### src/rtl/l1_trigger_event_builder.sv
// l1_trigger_event_builder
// Merges per-beam L1 triggers that fall inside a short coincidence window into
// one event, stamps it with a free-running counter, then holds off for a global
// dead time. Events queue in a first-word-fall-through FIFO and stream out as
// {timestamp, beam_mask} on a valid/ready interface.
module l1_trigger_event_builder #(
  parameter int NBEAMS          = 2,
  parameter int TS_BITS         = 32,
  parameter int WINDOW_CLOCKS   = 4,
  parameter int DEADTIME_CLOCKS = 16,
  parameter int FIFO_DEPTH      = 16
) (
  input  logic                          aclk,
  input  logic                          aresetn,
  input  logic                          enable_i,
  input  logic [NBEAMS-1:0]             trigger_i,
  input  logic [NBEAMS-1:0]             mask_i,
  output logic [TS_BITS+NBEAMS-1:0]     m_tdata_o,
  output logic                          m_tvalid_o,
  input  logic                          m_tready_i,
  output logic [$clog2(FIFO_DEPTH):0]   fifo_count_o,
  output logic [15:0]                   dropped_o
);

  localparam int DW      = TS_BITS + NBEAMS;
  localparam int AW      = $clog2(FIFO_DEPTH);
  localparam int CW      = AW + 1;
  localparam int CNT_MAX = (WINDOW_CLOCKS > DEADTIME_CLOCKS) ? WINDOW_CLOCKS : DEADTIME_CLOCKS;
  localparam int CNT_W   = $clog2(CNT_MAX + 1);
  // The window spans WINDOW_CLOCKS cycles including the triggering cycle, so
  // GATHER lasts WINDOW_CLOCKS-1 cycles and its counter starts at W-2.
  localparam logic [CNT_W-1:0] WIN_LOAD  = CNT_W'((WINDOW_CLOCKS > 1) ? WINDOW_CLOCKS - 2 : 0);
  localparam logic [CNT_W-1:0] DEAD_LOAD = CNT_W'(DEADTIME_CLOCKS - 1);

  typedef enum logic [1:0] {S_IDLE, S_GATHER, S_DEAD} state_e;

  state_e              state_q, state_d;
  logic [CNT_W-1:0]    cnt_q, cnt_d;
  logic [TS_BITS-1:0]  ts_q, ts_d;
  logic [TS_BITS-1:0]  ev_ts_q, ev_ts_d;
  logic [NBEAMS-1:0]   ev_mask_q, ev_mask_d;
  logic [AW-1:0]       wr_ptr_q, wr_ptr_d;
  logic [AW-1:0]       rd_ptr_q, rd_ptr_d;
  logic [CW-1:0]       count_q, count_d;
  logic [15:0]         dropped_q, dropped_d;
  logic [DW-1:0]       mem_q [FIFO_DEPTH];

  logic [NBEAMS-1:0]   hit;
  logic                push, push_ok, pop, full;
  logic [DW-1:0]       push_data;

  assign hit = trigger_i & ~mask_i;

  // Event FSM: open a window on the first hit, OR in later hits, push, hold off.
  always_comb begin
    state_d   = state_q;
    cnt_d     = cnt_q;
    ev_ts_d   = ev_ts_q;
    ev_mask_d = ev_mask_q;
    push      = 1'b0;
    push_data = {ev_ts_q, ev_mask_q | hit};
    case (state_q)
      S_IDLE: begin
        if (enable_i && (|hit)) begin
          ev_ts_d   = ts_q;
          ev_mask_d = hit;
          if (WINDOW_CLOCKS == 1) begin
            push      = 1'b1;
            push_data = {ts_q, hit};
            state_d   = S_DEAD;
            cnt_d     = DEAD_LOAD;
          end else begin
            state_d = S_GATHER;
            cnt_d   = WIN_LOAD;
          end
        end
      end
      S_GATHER: begin
        ev_mask_d = ev_mask_q | hit;
        if (cnt_q == '0) begin
          push    = 1'b1;
          state_d = S_DEAD;
          cnt_d   = DEAD_LOAD;
        end else begin
          cnt_d = cnt_q - CNT_W'(1);
        end
      end
      S_DEAD: begin
        if (cnt_q == '0) state_d = S_IDLE;
        else             cnt_d   = cnt_q - CNT_W'(1);
      end
      default: state_d = S_IDLE;
    endcase
  end

  // FIFO bookkeeping: a push into a full FIFO still lands if the head pops this cycle.
  always_comb begin
    full     = (count_q == CW'(FIFO_DEPTH));
    pop      = (count_q != '0) && m_tready_i;
    push_ok  = push && (!full || pop);
    wr_ptr_d = push_ok ? wr_ptr_q + AW'(1) : wr_ptr_q;
    rd_ptr_d = pop     ? rd_ptr_q + AW'(1) : rd_ptr_q;
    case ({push_ok, pop})
      2'b10:   count_d = count_q + CW'(1);
      2'b01:   count_d = count_q - CW'(1);
      default: count_d = count_q;
    endcase
    dropped_d = dropped_q;
    if (push && !push_ok && (dropped_q != 16'hFFFF)) dropped_d = dropped_q + 16'd1;
    ts_d = ts_q + TS_BITS'(1);
  end

  // Control state, timestamp and FIFO pointers; reset discards any open event.
  always_ff @(posedge aclk or negedge aresetn) begin
    if (!aresetn) begin
      state_q   <= S_IDLE;
      cnt_q     <= '0;
      ts_q      <= '0;
      ev_ts_q   <= '0;
      ev_mask_q <= '0;
      wr_ptr_q  <= '0;
      rd_ptr_q  <= '0;
      count_q   <= '0;
      dropped_q <= '0;
    end else begin
      state_q   <= state_d;
      cnt_q     <= cnt_d;
      ts_q      <= ts_d;
      ev_ts_q   <= ev_ts_d;
      ev_mask_q <= ev_mask_d;
      wr_ptr_q  <= wr_ptr_d;
      rd_ptr_q  <= rd_ptr_d;
      count_q   <= count_d;
      dropped_q <= dropped_d;
    end
  end

  // Event storage; contents are don't-care until counted, so no reset.
  always_ff @(posedge aclk) begin
    if (push_ok) mem_q[wr_ptr_q] <= push_data;
  end

  assign m_tvalid_o   = (count_q != '0);
  assign m_tdata_o    = m_tvalid_o ? mem_q[rd_ptr_q] : '0;
  assign fifo_count_o = count_q;
  assign dropped_o    = dropped_q;

endmodule

### config.mk
export PLATFORM = sky130hd
export DESIGN_NAME = l1_trigger_event_builder
export DESIGN_NICKNAME = d
export VERILOG_FILES = /design/src/rtl/l1_trigger_event_builder.sv
export SDC_FILE = /design/constraint.sdc
export NUM_CORES = 1
export LEC_CHECK = 0
export ABC_CLOCK_PERIOD_IN_PS = 3900
export BUFFER_PORTS_ARGS = -buffer_cell sky130_fd_sc_hd__buf_4
export CAP_MARGIN = 15
export CORE_ASPECT_RATIO = 0.7
export CORE_MARGIN = 2
export CORE_UTILIZATION = 62
export DETAILED_ROUTE_END_ITERATION = 10
export PLACE_DENSITY = 0.79
export SLEW_MARGIN = 30
export SYNTH_ARGS = -nofsm -noshare
export SYNTH_HDL_FRONTEND = slang
export SYNTH_SLANG_ARGS = --single-unit
### constraint.sdc
create_clock -name aclk -period 3.9 [get_ports aclk]
set_clock_uncertainty 0.1 [all_clocks]
set_input_delay 0.585 -clock aclk [delete_from_list [all_inputs] [get_ports aclk]]
set_output_delay 0.585 -clock aclk [all_outputs]
set_load 0.02 [all_outputs]
======== Yosys cells after proc, flatten, opt, wreduce, memory -nomap -nowiden ========
Memory sizes are Yosys's and may differ from the RTL's.
Index checks and enable logic that the tools add are counted.
cells by class
  reduce and logical (&&, ||, !) cells .... 19
  muxes and demuxes ....................... 16
  equality and inequality tests ........... 10
  bitwise gates (word level) .............. 3
  add/sub/neg operators ................... 7
operators with widths
  operator               count
  $mux 34                1
  $add 32x1->32 const B  1
  $add 16x1->16 const B  1
  $ne 16x16->1 const B   1
  $mux 5                 3
  $pmux 5 s3             1
  $pmux 5 s2             1
  $sub 5x1->5 const B    2
  $add 4x1->4 const B    2
  $mux 2                 4
  $ne 2x2->1 const B     4
  $pmux 2 s3             1
  $reduce_and 3->1       2
  $add 5x1->5 const B    1
  $eq 5x5->1 const B     1
  $logic_and 1x1->1      5
  $logic_not 5->1        1
  $reduce_bool 5->1      1
  $eq 2x1->1 const B     2
  $eq 2x2->1 const B     2
  $mux 1                 4
  $pmux 2 s2             1
  $reduce_and 2->1       2
  $reduce_bool 2->1      2
  other kinds (8)        9
storage, ports and cells
  bits in writable memories ............... 544
  bits in registers ....................... 102
  bits of input ports ..................... 8
  memories ................................ 1
  logic and storage cells ................. 65
memories
  name   depth  bits a word  rd ports  clocked after memory_dff  write ports  line  source
  mem_q  16     34           1         0                         1            46    logic [DW-1:0] mem_q [FIFO_DEPTH];

======== Depth between registers and ports, before layout ========
  word-level depth ........................ 7
  gate-level depth with buffers ........... 11

======== Worst setup path before layout ========
Ideal clock, no wire load.
  kind .................................... register -> register
  from .................................... register cnt_q[0]
  to ...................................... memory mem_q[4][0] in the netlist's numbering, enable pin
  cell stages (with the launch flop) ...... 7
  arrival time ............................ 2.521 ns
  data required time ...................... 3.406 ns
  setup slack ............................. 0.885 ns
  clock period less this slack ............ 3.015 ns
  path buffers ............................ 0
  cell sequence ........................... dfrtp_1 -> inv_1 -> ha_1 -> nor4b_4 -> o311ai_0 -> nor3b_1 -> and2_1
on the way
  word-level cells in the longest chain between the ends .. 6
RTL lines
  element                       line  source
  start: declaration            38    logic [CNT_W-1:0] cnt_q, cnt_d;
  start signal: assignment      127   cnt_q <= cnt_d;
  $logic_not 5->1               80    if (cnt_q == '0) begin
  $mux 1                        80
  $mux 1                        62    case (state_q)
  $logic_and 1x1->1             100   push_ok = push && (!full || pop);
  $mux 1                        140   if (push_ok) mem_q[wr_ptr_q] <= push_data;
  $mux 1 (implied by the code)  140
  end: declaration              46
Every way passes these cells.

======== Worst setup path after layout ========
  from .................................... register count_q[0], in the netlist fifo_count_o[0]
  to ...................................... output m_tdata_o[0]
on the way
  word-level cells in the longest chain between the ends .. 2
RTL lines
  element                   line  source
  start: declaration        44    logic [CW-1:0] count_q, count_d;
  start signal: assignment  133   count_q <= count_d;
  $reduce_bool 5->1         143   assign m_tvalid_o = (count_q != '0);
  $mux 34                   144   assign m_tdata_o = m_tvalid_o ? mem_q[rd_ptr_q] : '0;
  end: declaration          18    output logic [TS_BITS+NBEAMS-1:0] m_tdata_o,
Every way passes these cells.

==> impl_summary.log <==
[metrics] fraction of layout instances using a drive strength above 1: 28.36%
[metrics] Lkg Pwr: 9.720 nW
[metrics] count of input and output buffers: 63
[metrics] syn_area_per_cell: 20.45 µm²
[metrics] depth of the most critical reg-to-reg path: 9
[metrics] hold-fix buffers at CTS: 0
[metrics] vias per std cell: 6.419
[metrics] buffers inserted during post-CTS setup optimization: 0
[metrics] global-route wire length before repair: 81140 µm
[metrics] routed length on met3: 3924 µm
[metrics] Hold Slack: 0.2634 ns
[metrics] clock insertion delay at the later pin of the skew report: 0.59 ns
[metrics] crit end category: primary output
[metrics] critical path's slowest cell: sky130_fd_sc_hd__or4_4
[metrics] horizontal die dimension: 245.1 µm
[metrics] overall global routing resource usage: 26.20%
[metrics] final-layout setup total negative slack: 0 ns
[metrics] Fillers: 2320
[metrics] async set or reset register ratio after synthesis: 15.79%
[metrics] Wirelength per Cell: 27.82 µm
[metrics] weighted congestion at the end of routability-driven global placement: 0.7982
[metrics] Die Outline Area: 0.04233 mm²
[metrics] worst max-slew margin expressed relative to the limit: 54.77%
[metrics] area of the core: 0.03992 mm²
[metrics] Cells after Synth: 1233
[metrics] clock slew at the register clock pins of the worst setup and hold paths: 0.07 ns
[metrics] CTS sink count: 646
[metrics] cell-by-cell trace of the critical path: or4_4 > nand2b_1 > nand2_2 > buf_4 > o22ai_1 > buf_4
[metrics] post-cts resize count: 0
[metrics] final setup fails: 0
[metrics] total length of routed wires: 53840 µm
[metrics] Hold/Removal Path Class: primary input to flop
[metrics] top routing layer used: met4
[metrics] cell types occupying the most area after synthesis: sky130_fd_sc_hd__edfxtp_1 65%, sky130_fd_sc_hd__mux4_2 12%, sky130_fd_sc_hd__dfrtp_1 10%, sky130_fd_sc_hd__mux2i_1 2.7%, sky130_fd_sc_hd__mux2_2 1.5%
[metrics] CP required: 3.21 ns
[metrics] remaining routing DRC violations: 0
[metrics] cell type with the largest total area after synthesis: sky130_fd_sc_hd__edfxtp_1
[metrics] top cell type's share of synthesized area: 64.77%
[metrics] WL met2: 26230 µm
[metrics] flop-to-flop setup slack: 0.71 ns
[metrics] CP most frequent cell: sky130_fd_sc_hd__buf_4
[metrics] Top FF cell, synth: sky130_fd_sc_hd__edfxtp_1
[metrics] endpoint arrival time on the critical path: 3.07 ns
[metrics] number of buffers and inverters on the critical path: 2
[metrics] type of element launching the critical path: flop
[metrics] num rows: 61
[metrics] pin count of the biggest net entering global routing: 68
[metrics] number of global-route vias before repair: 12.82k
[metrics] cell area after synthesis: 0.02522 mm²
[metrics] largest fanout of any net on the critical path: 19
[metrics] post-route clock period utilization: 96.34%
[metrics] Die Span Y: 172.7 µm
[metrics] detailed-placement wirelength estimate: 32190 µm
[metrics] most instantiated cells after synthesis: 544 x sky130_fd_sc_hd__edfxtp_1, 136 x sky130_fd_sc_hd__mux4_2, 102 x sky130_fd_sc_hd__dfrtp_1
[metrics] final antenna diode count: 0
[metrics] IR Drop Worst-Case VDD: 0.0004168 V
[metrics] max-slew violations: 0
[metrics] net count of the mapped netlist: 1256
[metrics] residual antenna-violating net count after detailed routing: 0
[metrics] post-route met1 wirelength: 22180 µm
[metrics] shortest period the worst path allows: 3.757 ns
[metrics] GRT Residual Overflow: 0
[metrics] critical path type: flop to primary output
[metrics] register bit count reported by yosys: 646
[metrics] Worst Tran Pin Value: 0.6785 ns
[metrics] Initial Util: 63.18%
[metrics] drt pass-1 iters: 5
[metrics] Critical path destination: m_tdata_o[0]
[metrics] max cap viols: 0
[metrics] total number of vias: 12.42k
[metrics] most frequent cell after synthesis: sky130_fd_sc_hd__edfxtp_1
[metrics] result of the run: complete, no violations
[metrics] root cell of the clock tree: sky130_fd_sc_hd__clkbuf_16
[metrics] Bufs on Longest Clock Path: 3
[metrics] TritonCTS buffer count: 57
[metrics] total number of nets in the final design: 1377
[metrics] CP Launch Point: fifo_count_o[0]
[metrics] RSZ-0062 raised after global routing: no
[metrics] worst hold start: mask_i[0]
[metrics] post-synthesis sequential area ratio: 74.89%
[metrics] total count of hold-check failures in the final report: 0
[metrics] R2R Path End: mem_q[6][27]
[metrics] number of antenna violations at the first check in global routing: 0
[metrics] number of top-level pins: 64
[metrics] post-layout util: 71.57%
[metrics] number of enable flip-flop cells after synthesis: 544
[metrics] CTS tree: done
[metrics] layout overhead on the synthesized area: 13.28%
[metrics] FMAX: 0.2661 GHz
[metrics] family with the most delay on the worst path: simple AND/OR/NAND/NOR gates
[metrics] depth of the CTS H-tree: 2
[metrics] Reg-to-Reg Start: cnt_q[0]
[metrics] DR iter-0 viols: 1299
[metrics] highest cell delay on the worst timing path: 0.58 ns
[metrics] P per Cell Area: 662.5 mW/mm²
[metrics] count of cell types in the netlist: 47
[metrics] total number of yosys warnings: 0
[metrics] CP Depth: 6
-- worst register-to-register path: stages, from the launching register on --
cell and delay [ns]:
sky130_fd_sc_hd__dfrtp_1 0.40, sky130_fd_sc_hd__inv_1 0.08, sky130_fd_sc_hd__ha_1 0.20, sky130_fd_sc_hd__nor4b_4 0.20, sky130_fd_sc_hd__buf_4 0.21, sky130_fd_sc_hd__o311ai_0 0.15, sky130_fd_sc_hd__buf_4 0.19, sky130_fd_sc_hd__nor3b_1 0.34
sky130_fd_sc_hd__and2_2 0.66, sky130_fd_sc_hd__buf_4 0.35
-- layer usage --
metal  track usage (%)  up-vias
met5                 0        -
met4             8.003        0
met3             4.594       84
met2             41.14      496
met1             38.50     6606
li1                  -     5234
-- cells in the final DEF, fill, tap and decap left out, drive strengths merged, types with 17 or more instances in the layout --
cell and n:
edfxtp 544, mux4 136, buf 112, dfrtp 102
clkbuf 82, mux2i 69, xnor2 42, nand2 37
o22ai 36, mux2 33, and2 20, clkinv 20
inv 17
-- cell type report --
| class | count | area (µm²) | area share, % |
|---|---|---|---|
| multi-input cells | 519 | 6088 | 21.31 |
| clock buffers | 82 | 1600 | 5.601 |
| clock inverters | 23 | 181.4 | 0.6350 |
| flip-flops and latches | 646 | 18900 | 66.15 |
| well taps | 535 | 669.4 | 2.343 |
| repair buffers | 113 | 1067 | 3.736 |
| inverters | 17 | 63.81 | 0.2234 |
-- cell families after synthesis --
logic type / count (synthesis) / share of synthesized area (%)
flops: 646 / 74.89
mux: 238 / 16.36
simple gates: 134 / 2.996
compound gates: 78 / 2.009
buf+inv: 68 / 1.096
xor+xnor: 54 / 1.875
fa+ha+maj: 15 / 0.7739
-- stage by stage --
stage	instances	area, µm²	worst slack [ns]	total power, W
6_report	1935	28570	0.1426	0.01893
3_3_place_gp	1829	26770	0.8409	0.01356
2_1_floorplan	1233	25220	0.8850	0.01176
5_1_grt	1935	28570	0.07167	0.01962
4_1_cts	1934	28550	0.1362	0.01905
3_5_place_dp	1829	26770	0.7880	0.01367
-- worst min-delay path by stage --
stage / endpoint / depth (start not counted)
after global placement: ts_q[31] / 1
after global routing: rd_ptr_q[0] / 3
after floorplan: cnt_q[0] / 0
final: ev_mask_q[0] / 4
after CTS: dropped_o[6] / 1
after detailed placement: ts_q[31] / 1
-- report_power, final --
group	total, W	switching (W)	internal [W]
Clock	0.00540	0.00237	0.00304
Combinational	0.00513	0.00279	0.00234
Sequential	0.00840	0.000474	0.00792
Total	0.0189	0.00563	0.0133
-- registers in the layout, summed over array words and instances, names as in the netlist --
name          count
state_q           2
fifo_count_o      5
wr_ptr_q          4
rd_ptr_q          4
ev_mask_q         2
ts_q             32
cnt_q             5
mem_q           544
ev_ts_q          32
dropped_o        16
No activity file was read; power rests on OpenSTA's default activity.
